## src/rtl/serial_add_pkg.sv

```systemverilog
// Shared types and constants for the bit-serial add scheduler.
// Optional subtract support in the users of this package is enabled by
// defining SERIAL_SUB_EN.
package serial_add_pkg;

  localparam int SERIAL_ADD_DEF_N = 4;

  typedef enum logic [1:0] {
    IDLE  = 2'd0,
    SHIFT = 2'd1,
    DONE  = 2'd2
  } sas_state_t;

  typedef logic req_id_t;

  function automatic logic [1:0] id_to_onehot(input req_id_t id);
    return id ? 2'b10 : 2'b01;
  endfunction

endpackage

```

## src/rtl/serial_fa_slice.sv

```systemverilog
// One-bit full-adder slice with its carry flop. The carry is only updated
// while en is high so the final carry-out holds after the last bit.
// preset wins over clear so a subtract can start with carry = 1.
module serial_fa_slice (
  input  logic clk,
  input  logic reset,
  input  logic en,
  input  logic clear,
  input  logic preset,
  input  logic a_bit,
  input  logic b_bit,
  output logic s_bit,
  output logic carry
);

  assign s_bit = a_bit ^ b_bit ^ carry;

  // Carry register: start-of-operation init, then majority update per bit.
  always_ff @(posedge clk or negedge reset) begin
    if (!reset) begin
      carry <= 1'b0;
    end else if (preset) begin
      carry <= 1'b1;
    end else if (clear) begin
      carry <= 1'b0;
    end else if (en) begin
      carry <= (a_bit & b_bit) | (a_bit & carry) | (b_bit & carry);
    end
  end

endmodule

```

## src/rtl/serial_add_sched.sv

```systemverilog
// Two-requester round-robin scheduler in front of a bit-serial adder.
// Define SERIAL_SUB_EN to add the per-requester op port (1 = a - b).
//
// state | meaning
// IDLE  | waiting for a request; grants one requester round-robin
// SHIFT | one operand bit per clock, LSB first, N clocks
// DONE  | result presented on res_*; held until res_ready
module serial_add_sched
  import serial_add_pkg::*;
#(
  parameter int N = SERIAL_ADD_DEF_N
) (
  input  logic         clk,
  input  logic         reset,
  input  logic [1:0]   req_valid,
  output logic [1:0]   req_ready,
  input  logic [N-1:0] a0,
  input  logic [N-1:0] b0,
  input  logic [N-1:0] a1,
  input  logic [N-1:0] b1,
`ifdef SERIAL_SUB_EN
  input  logic [1:0]   op,
`endif
  output logic         res_valid,
  input  logic         res_ready,
  output logic [N-1:0] res_sum,
  output logic         res_cout,
  output logic         res_id,
  output logic         busy
);

  localparam int CW = (N > 1) ? $clog2(N) : 1;
  localparam logic [CW-1:0] CNT_LAST = CW'(N - 1);

  sas_state_t    state, state_nxt;
  logic [CW-1:0] cnt;
  req_id_t       last_grant;
  req_id_t       grant;
  req_id_t       id_reg;
  logic [N-1:0]  a_reg, b_reg;
  logic          accept;
  logic          shift_en;
  logic          sub_sel;
  logic          b_bit;
  logic          s_bit;

`ifdef SERIAL_SUB_EN
  logic sub_reg;

  assign sub_sel = grant ? op[1] : op[0];
  assign b_bit   = b_reg[0] ^ sub_reg;

  // Operation kind is captured with the operands and held for the whole op.
  always_ff @(posedge clk or negedge reset) begin
    if (!reset) begin
      sub_reg <= 1'b0;
    end else if (accept) begin
      sub_reg <= sub_sel;
    end
  end
`else
  assign sub_sel = 1'b0;
  assign b_bit   = b_reg[0];
`endif

  // Round-robin arbitration: on a tie the requester not granted last wins.
  always_comb begin
    if (req_valid == 2'b11) begin
      grant = ~last_grant;
    end else begin
      grant = req_valid[1];
    end
  end

  // State register.
  always_ff @(posedge clk or negedge reset) begin
    if (!reset) begin
      state <= IDLE;
    end else begin
      state <= state_nxt;
    end
  end

  // Next-state and handshake decode; req_ready is held low during reset.
  always_comb begin
    state_nxt = state;
    req_ready = 2'b00;
    accept    = 1'b0;
    shift_en  = 1'b0;
    case (state)
      IDLE: begin
        if (reset && (req_valid != 2'b00)) begin
          req_ready = id_to_onehot(grant);
          accept    = 1'b1;
          state_nxt = SHIFT;
        end
      end
      SHIFT: begin
        shift_en = 1'b1;
        if (cnt == CNT_LAST) begin
          state_nxt = DONE;
        end
      end
      DONE: begin
        if (res_ready) begin
          state_nxt = IDLE;
        end
      end
      default: state_nxt = IDLE;
    endcase
  end

  assign res_valid = (state == DONE);
  assign busy      = (state != IDLE);
  assign res_id    = id_reg;

  // Operand capture on accept, then LSB-first shifting; sum fills from the MSB.
  always_ff @(posedge clk or negedge reset) begin
    if (!reset) begin
      cnt        <= '0;
      last_grant <= 1'b1;
      id_reg     <= 1'b0;
      a_reg      <= '0;
      b_reg      <= '0;
      res_sum    <= '0;
    end else if (accept) begin
      cnt        <= '0;
      last_grant <= grant;
      id_reg     <= grant;
      a_reg      <= grant ? a1 : a0;
      b_reg      <= grant ? b1 : b0;
    end else if (shift_en) begin
      cnt     <= cnt + CW'(1);
      a_reg   <= a_reg >> 1;
      b_reg   <= b_reg >> 1;
      res_sum <= (res_sum >> 1) | (N'(s_bit) << (N - 1));
    end
  end

  serial_fa_slice u_fa (
    .clk    (clk),
    .reset  (reset),
    .en     (shift_en),
    .clear  (accept),
    .preset (accept & sub_sel),
    .a_bit  (a_reg[0]),
    .b_bit  (b_bit),
    .s_bit  (s_bit),
    .carry  (res_cout)
  );

endmodule

```

## config.mk

```make
export PLATFORM = sky130hd
export DESIGN_NAME = serial_add_sched
export DESIGN_NICKNAME = d
export VERILOG_FILES = /design/src/rtl/serial_add_pkg.sv /design/src/rtl/serial_fa_slice.sv /design/src/rtl/serial_add_sched.sv
export SDC_FILE = /design/constraint.sdc
export NUM_CORES = 1
export LEC_CHECK = 0
export CORE_MARGIN = 2
export CORE_UTILIZATION = 41
export CTS_CLUSTER_SIZE = 24
export DETAILED_ROUTE_END_ITERATION = 8
export GPL_TIMING_DRIVEN = 1
export PLACE_DENSITY = 0.71
export SKIP_LAST_GASP = 1
export SYNTH_ARGS = -nofsm -noshare
export SYNTH_HDL_FRONTEND = slang
export SYNTH_HIERARCHICAL = 1
export SYNTH_SLANG_ARGS = --single-unit
```

## constraint.sdc

```tcl
create_clock -name clk -period 1.55 [get_ports clk]
set_input_delay 0.465 -clock clk [delete_from_list [all_inputs] [get_ports clk]]
set_output_delay 0.465 -clock clk [all_outputs]
set_load 0.005 [all_outputs]
```

-- Yosys cells after proc, flatten, opt, wreduce, memory -nomap -nowiden
Cells that the tools add are included.
- add/subtract/negate cells: 1
- equality and inequality tests: 7
- muxes and demuxes: 21
- bitwise operators: 10
- reduce and logical (&&, ||, !) cells: 7
- operators by type and width (cell ; count):
    2-to-1 mux 4 bit ; 6
    2-to-1 mux 2 bit ; 8
    == test 2 bit, second input constant ; 3
    2-to-1 mux 1 bit ; 6
    case mux 2 bit (3 select lines) ; 1
    nonzero test 2 bit ; 3
    inequality test 2 bit, second input constant ; 2
    bitwise OR 3 x 4 -> 4 bit ; 1
    AND 1 bit ; 3
    AND reduction 3 bit ; 1
    adder 2 x 1 -> 2 bit, second input constant ; 1
    == test 2 x 1 -> 1 bit, second input constant ; 1
    logical NOT 2 bit ; 1
    inequality test 2 x 1 -> 1 bit, second input constant ; 1
    inverter 1 bit ; 2
    bitwise OR 1 bit ; 2
    AND reduction 2 bit ; 1
    bitwise XOR 1 bit ; 2
    logical AND 1 bit ; 1
- register bits: 19
- bits of input ports: 21
- output and inout port bits: 10

-- Depth between registers and ports, before layout
Gate-level depths: netlist of the first run.
- depth after elaboration: 6
- gate-level depth with buffers: 6
- gate-level depth less buffers: 4

-- Cells and area by module
The synthesis of the first run kept the hierarchy.
- by module, submodules not included (module ; times used ; cells each ; area each (um^2) ; seq. area each (um^2)):
    serial_add_sched ; 1 ; 99 ; 943.4 ; 451.7
    serial_fa_slice ; 1 ; 4 ; 62.6 ; 25.0

-- Least setup slack after synthesis of the first run
No wires, ideal clock.
- path type: input-to-output
- from: input port reset
- to: output port req_ready[0]
- arrival: 1.062 ns
- data required time: 1.085 ns
- setup slack: 0.023 ns
- cell stages on the path: 3
- cells stage by stage: nor3b_1 > and3_1 > buf_2
- longest elaborated chain between the ends: 3
- ends and longest elaborated chain (what ; line ; RTL):
    from (decl) ; serial_add_sched.sv:14 ; input logic reset,
    logical AND 1 bit ; serial_add_sched.sv:92 ; if (reset && (req_valid != 2'b00)) begin
    2-to-1 mux 2 bit ; serial_add_sched.sv:92 ;
    2-to-1 mux 2 bit ; serial_add_sched.sv:90 ; case (state)
    to (decl) ; serial_add_sched.sv:16 ; output logic [1:0] req_ready,
Every way passes these cells.

-- Final worst setup path of the first run
- from: register state[0]
- to: output port req_ready[0]
- longest elaborated chain between the ends: 2
- ends and longest elaborated chain (what ; line ; RTL):
    from (decl) ; serial_add_sched.sv:35 ; sas_state_t state, state_nxt;
    from (signal assigned) ; serial_add_sched.sv:80 ; state <= state_nxt;
    logical NOT 2 bit ; serial_add_sched.sv:90 ;
    2-to-1 mux 2 bit ; serial_add_sched.sv:90 ;
Every way passes these cells.

==> summary.md, run 1 <==
| Metric | Value |
|---|---|
| Outcome | complete, but fails checks |
| Failing checks | setup timing |
| Clock period minus worst slack | 1810 ps |
| Setup tns final | -1750 ps |
| Die X | 53.5 um |
| DR top layer | met4 |
| Top cells by area, synth | dfrtp_1, a221oi_2, nand2_1 |
| Crit path largest cell delay | 410 ps |
| Critical path cell sequence | buf_6, nor3b_4, and3_4, buf_2 |
| Number of vias per cell | 5.08 |
| Most frequent cells after synthesis | nand2_1, dfrtp_1, nor2_1 |
| Worst hold path type | in -> async |
| Async SR Flop Fraction | 1.00 |
| Fraction of layout cells with a size suffix above 1 | 0.322 |
| IO Count | 31 |
| Die height | 53.5 um |
| Clock Path Buffers | 2 |
| Slowest CP cell | dfrtp_1 |
| Metal-1 WL | 1.08 mm |
| CTS tree | yes |
| RD Place Congestion | 0.835 |
| Crit. End Element | primary output |
| Initial antenna violation count | 0 |
| Max Slew Vio Count | 0 |
| Crit-path max FO | 2 |
| Post-synth design cell area | 0.00101 mm2 |
| Final Hold Viols | 0 |
| Global route total overflow | 0 |
| Starting Density | 0.442 |
| Clk_skew | 0.684 ps |
| H-tree levels | 1 |
| Worst-skew pair later-pin latency | 300 ps |
| Top-count cell post-synth | nand2_1 |
| Worst EP arrival | 1350 ps |
| Routed Antenna Nets | 0 |
| Cell variety after synth | 27 |
| Setup crit start kind | flop |
| Final wirelength | 2.56 mm |
| FMAX | 0.551 GHz |
| Hold_ws | 252 ps |
| Worst r2r path cells | 6 |
| Drt wl/cell | 14.2 um |
| DR WL met3 | 114 um |
| Fillcell total | 183 |
| Largest net degree at the start of global routing | 22 |
| Post-synthesis sequential area ratio | 0.474 |
| DRC violations left | 0 |
| Post-Place Cell Area | 0.00139 mm2 |
| Dominant cell type by area after synthesis | dfrtp_1 |
| Clock Tree Root | clkbuf_4 |
| Synth warn | 6 |
| Layout area overhead | 52.1% |
| CP Depth | 4 |
| EDFF count, synth | 0 |
| Ant. Diodes | 0 |
| Syn_area_per_cell | 9.77 um2 |
| # clock sinks | 19 |
| Syn Inst Count | 103 |
| Setup violators final | 14 |
| Cell Count, Final, Fillers Out | 180 |
| Final instance area | 0.00153 mm2 |
| #FFs+latches synth | 19 |
| CP required | 1080 ps |
| Vias in the first global route | 967 |
| All-Layer GR Usage | 0.215 |
| P per Cell Area | 1880 mW/mm2 |
| NumNets Final | 176 |
| Share of the synthesized area in the top cell type | 0.448 |
| Max-cap check violation count | 0 |
| DR pass1 iterations | 4 |
| Clock transition at path regs | 110 ps |
| Metal2 WL | 1.34 mm |
| Leading register cell type out of synthesis | dfrtp_1 |
| Placed insts | 168 |
| Port bufs | 30 |
| Die ar. | 0.00287 mm2 |
| Pwr Total | 2.88 mW |
| CTS buffer count | 3 |
| Final WS setup | -265 ps |
| First-pass GRT wire length | 4.35 mm |
| Via count | 914 |
| Critical path buffers and inverters | 2 |
| VDD IR-drop max | 1.26 mV |
| Syn_nets | 126 |
| DRT iter0 DRCs | 7 |
| Post-DP HPWL | 1.82 mm |
| Std-Cell Rows | 17 |
| RSZ-0062 raised after global routing | yes |
| Final Cycle Share | 1.17 |
| Pleak | 0.699 nW |
| CP top delay family | flip-flops |
| WS Path Type | reg -> out |
| Core area | 0.00228 mm2 |
## logic make-up after synthesis
family,count (synthesis),share of synthesized area
other cells,1,0.00373
fa+ha+maj,2,0.0323
buf+inv,11,0.0659
mux,2,0.0199
simple gates,47,0.216
compound gates,21,0.188
flops,19,0.474
## routing by layer
layer  up-vias  GRT usage
li1        446          -
met5         -          0
met1       449      0.274
met2        15      0.358
met4         0     0.0513
met3         4     0.0667
## worst register-to-register path: cells and delay by family (launching register included)
family	cells	cell delay [ps]
compound gates	2	370
simple gates	2	510
flops	1	420
buf+inv	2	290
## metrics by stage
stage / setup WS [ps] / utilization
final: -265 / 0.672
after global routing: -339 / 0.672
after CTS: -258 / 0.661
after detailed placement: -858 / 0.611
after global placement: -742 / 0.611
after floorplan: 23.2 / -
## where the power goes
part,switching (mW),internal [mW]
Sequential,0.135,0.752
Combinational,0.829,0.896
Clock,0.165,0.0984
## final timing paths
| check | startpoint | slack [ps] | end |
|---|---|---|---|
| max | state[0] | -260 | req_ready[0] |
| min | reset | 250 | a_reg[2] |
| max reg2reg | state[1] | -120 | b_reg[1] |
| min reg2reg | cnt[0] | 500 | cnt[0] |
| max in group asynchronous | reset | 1060 | last_grant |
| min in group clk | cnt[0] | 500 | cnt[0] |
## repair_timing
item	CTS	global route
gates cloned	1	0
gates resized for setup	34	10
hold buffers	0	0
setup endpoints to repair	24	17
endpoints found under the hold margin	0	0
pin swaps	8	3
buffers inserted	7	0
## cell type report
class | count | area (um2) | area share
Inverter | 5 | 18.8 | 0.0123
Tap cell | 28 | 35.0 | 0.0229
Sequential cell | 19 | 477 | 0.312
Multi-Input combinational cell | 74 | 529 | 0.346
Clock inverter | 1 | 7.51 | 0.00491
Clock buffer | 3 | 22.5 | 0.0147
Timing Repair Buffer | 50 | 440 | 0.288
## cells in the final DEF, fill, tap and decap left out, types with 2 or more instances in the layout
master	Yosys	final
dlygate4sd2_1	0	9
buf_2	2	3
a221oi_2	6	6
nand2b_1	6	6
mux2i_1	2	2
clkdlybuf4s50_1	0	17
o21ai_2	0	2
inv_1	5	5
nor2_2	0	2
buf_4	0	16
nor2_1	12	9
dfrtp_1	18	18
o21ai_4	1	2
or3b_4	1	2
nand2_1	22	22
clkbuf_4	0	3
a22oi_1	2	2
a21oi_1	6	5
buf_6	3	4
Note: power is estimated with default switching activity, not from simulation.
==> inputs of run 2 (changes only) <==
Settings changed: CORE_UTILIZATION 41 to 49, PLACE_DENSITY 0.71 to 0.8, SLEW_MARGIN set to 10.
Clock period 1.55 ns to 2.26 ns, I/O delays scaled along.
==> run 2 against run 1 <==
The flow now finishes without violations. Die area down 15%. Utilization up 4.7 points. Flip-flop and latch count unchanged. Sequential power down 30%. Total power down 40%. Global-route usage down 1.2 points. Setup slack better by 330 ps. Clock power down 33%. Critical path depth down 1. Combinational power down 45%. Routed wire length down 10%. Register-to-register slack better by 750 ps.
==> summary.md, run 2 (synthesis results as in run 1) <==
| Metric | Value |
|---|---|
| Fillcell total | 167 |
| Commonest non-fill, non-tap cells in the layout | clkdlybuf4s50_1, nand2_1, dfrtp_1 |
| Cts hold-fix bufs | 0 |
| Worst EP arrival | 1520 ps |
| Met2 Usage GRT | 0.342 |
| RD Place Congestion | 0.872 |
| CTS buffer count | 3 |
| Area taken by multi-input logic gates | 470 um2 |
| Via count | 846 |
| Met3 usage | 0.0460 |
| Busiest grt layer | met2 |
| Fraction of layout cells with a size suffix above 1 | 0.186 |
| IO Count | 31 |
| Reg-to-reg setup timing slack | 630 ps |
| Die height | 49.3 um |
| Commonest non-fill, non-tap cell in the layout | clkdlybuf4s50_1 |
| # clock sinks | 19 |
| Die X | 49.3 um |
| Sw power | 0.665 mW |
| Combinational share of power | 0.541 |
| Number of vias per cell | 5.07 |
| Clk_skew | 5.94 ps |
| Die ar. | 0.00243 mm2 |
| Crit-path max FO | 10 |
| CTS tree | yes |
| Flop pwr share | 0.357 |
| Clk network pwr share | 0.101 |
| P per Cell Area | 1240 mW/mm2 |
| Switch share | 0.383 |
| Final Hold Viols | 0 |
| Max Slew Vio Count | 0 |
| Post-DP HPWL | 1.70 mm |
| Global route total overflow | 0 |
| Starting Density | 0.518 |
| Worst Setup SP | state[1] |
| VDD IR-drop max | 0.755 mV |
| Register area | 477 um2 |
| WS Path Type | reg -> out |
| DRT iter0 DRCs | 15 |
| Outcome | complete, no violations |
| Worst hold path type | in -> async |
| Clock period minus worst slack | 2200 ps |
| RSZ-0062 raised after global routing | no |
| DRC violations left | 0 |
| NumNets Final | 164 |
| Pint | 1.07 mW |
| Setup violators final | 0 |
| H-tree levels | 1 |
| Final WS setup | 62.3 ps |
| Port bufs | 30 |
| Crit. End Element | primary output |
| FMAX | 0.455 GHz |
| Drt wl/cell | 13.8 um |
| Max-cap check violation count | 0 |
| Core area | 0.00194 mm2 |
| Final Cycle Share | 0.972 |
| Std-Cell Rows | 16 |
| Clock Tree Root | clkbuf_4 |
| Clock transition at path regs | 110 ps |
| Critical path cell sequence | buf_6, nor2b_2, clkdlybuf4s50_1 |
| Final wirelength | 2.30 mm |
| All-Layer GR Usage | 0.204 |
| Setup tns final | 0 ps |
| CP required | 1580 ps |
| M1 GR Usage | 0.260 |
| Vias in the first global route | 887 |
| Worst r2r path cells | 4 |
| Initial antenna violation count | 0 |
| R2R Path End | a_reg[0] |
| Pleak | 0.632 nW |
| Largest net degree at the start of global routing | 22 |
| Crit path largest cell delay | 510 ps |
| First-pass GRT wire length | 3.84 mm |
| Final core occ | 0.719 |
| Worst-skew pair later-pin latency | 300 ps |
| Clock Path Buffers | 2 |
| Layout area overhead | 38.8% |
| Setup crit start kind | flop |
| Routed Antenna Nets | 0 |
| RR Startpoint | state[0] |
| Pwr Total | 1.74 mW |
| Slowest CP cell | clkdlybuf4s50_1 |
| DR pass1 iterations | 3 |
| Hold_ws | 490 ps |
| Ant. Diodes | 0 |
| DP Worst Slack | -539 ps |
[run 2: cell count changes in the layout (fill, tap and decap cells not counted), moves of 3 or more]
cell,before,now
buf_4,16,7
clkdlybuf4s50_1,17,24
dlygate4sd2_1,9,3
nor2_1,9,12
o21ai_0,0,3
[run 2: critical path, delay by kind of cell, from the launching register on]
kind / cells / cell delay [ps]
flops: 1 / 380
buf+inv: 2 / 670
simple gates: 1 / 170
[run 2: worst max path at each step]
stage,to,slack (ps)
3_3_place_gp,req_ready[1],-460
5_1_grt,res_valid,8
3_5_place_dp,req_ready[1],-540
4_1_cts,busy,6
2_1_floorplan,req_ready[0],310
6_report,res_valid,60
[run 2: layout make-up]
cell class | count | area share
Sequential cell | 19 | 0.341
Multi-Input combinational cell | 73 | 0.337
Timing Repair Buffer | 39 | 0.265
Tap cell | 27 | 0.0242
Clock buffer | 4 | 0.0188
Inverter | 5 | 0.0134
[run 2: layer usage]
layer,vias to the layer above,wire length [um]
li1,420,-
met1,408,1110
met4,0,30
met3,4,77
met2,14,1090
met5,-,0
[run 2: what timing repair did]
item,4_1_cts,5_1_grt
setup endpoints to repair,4,1
buffers inserted,3,0
pin swaps,2,0
gates resized for setup,14,1
[run 2: power groups by stage]
stage	combinational [mW]	sequential [mW]	clock, mW
2_1_floorplan	0.612	0.611	0
3_3_place_gp	0.872	0.620	0
3_5_place_dp	0.901	0.628	0
4_1_cts	0.946	0.621	0.175
5_1_grt	1.05	0.639	0.191
6_report	0.940	0.620	0.176
[run 2: metrics by stage]
| stage | area, um2 | instances |
|---|---|---|
| floorplan | 1010 | 103 |
| global placement | 1340 | 160 |
| detailed placement | 1340 | 160 |
| CTS | 1390 | 167 |
| global route | 1400 | 167 |
| finish | 1400 | 167 |
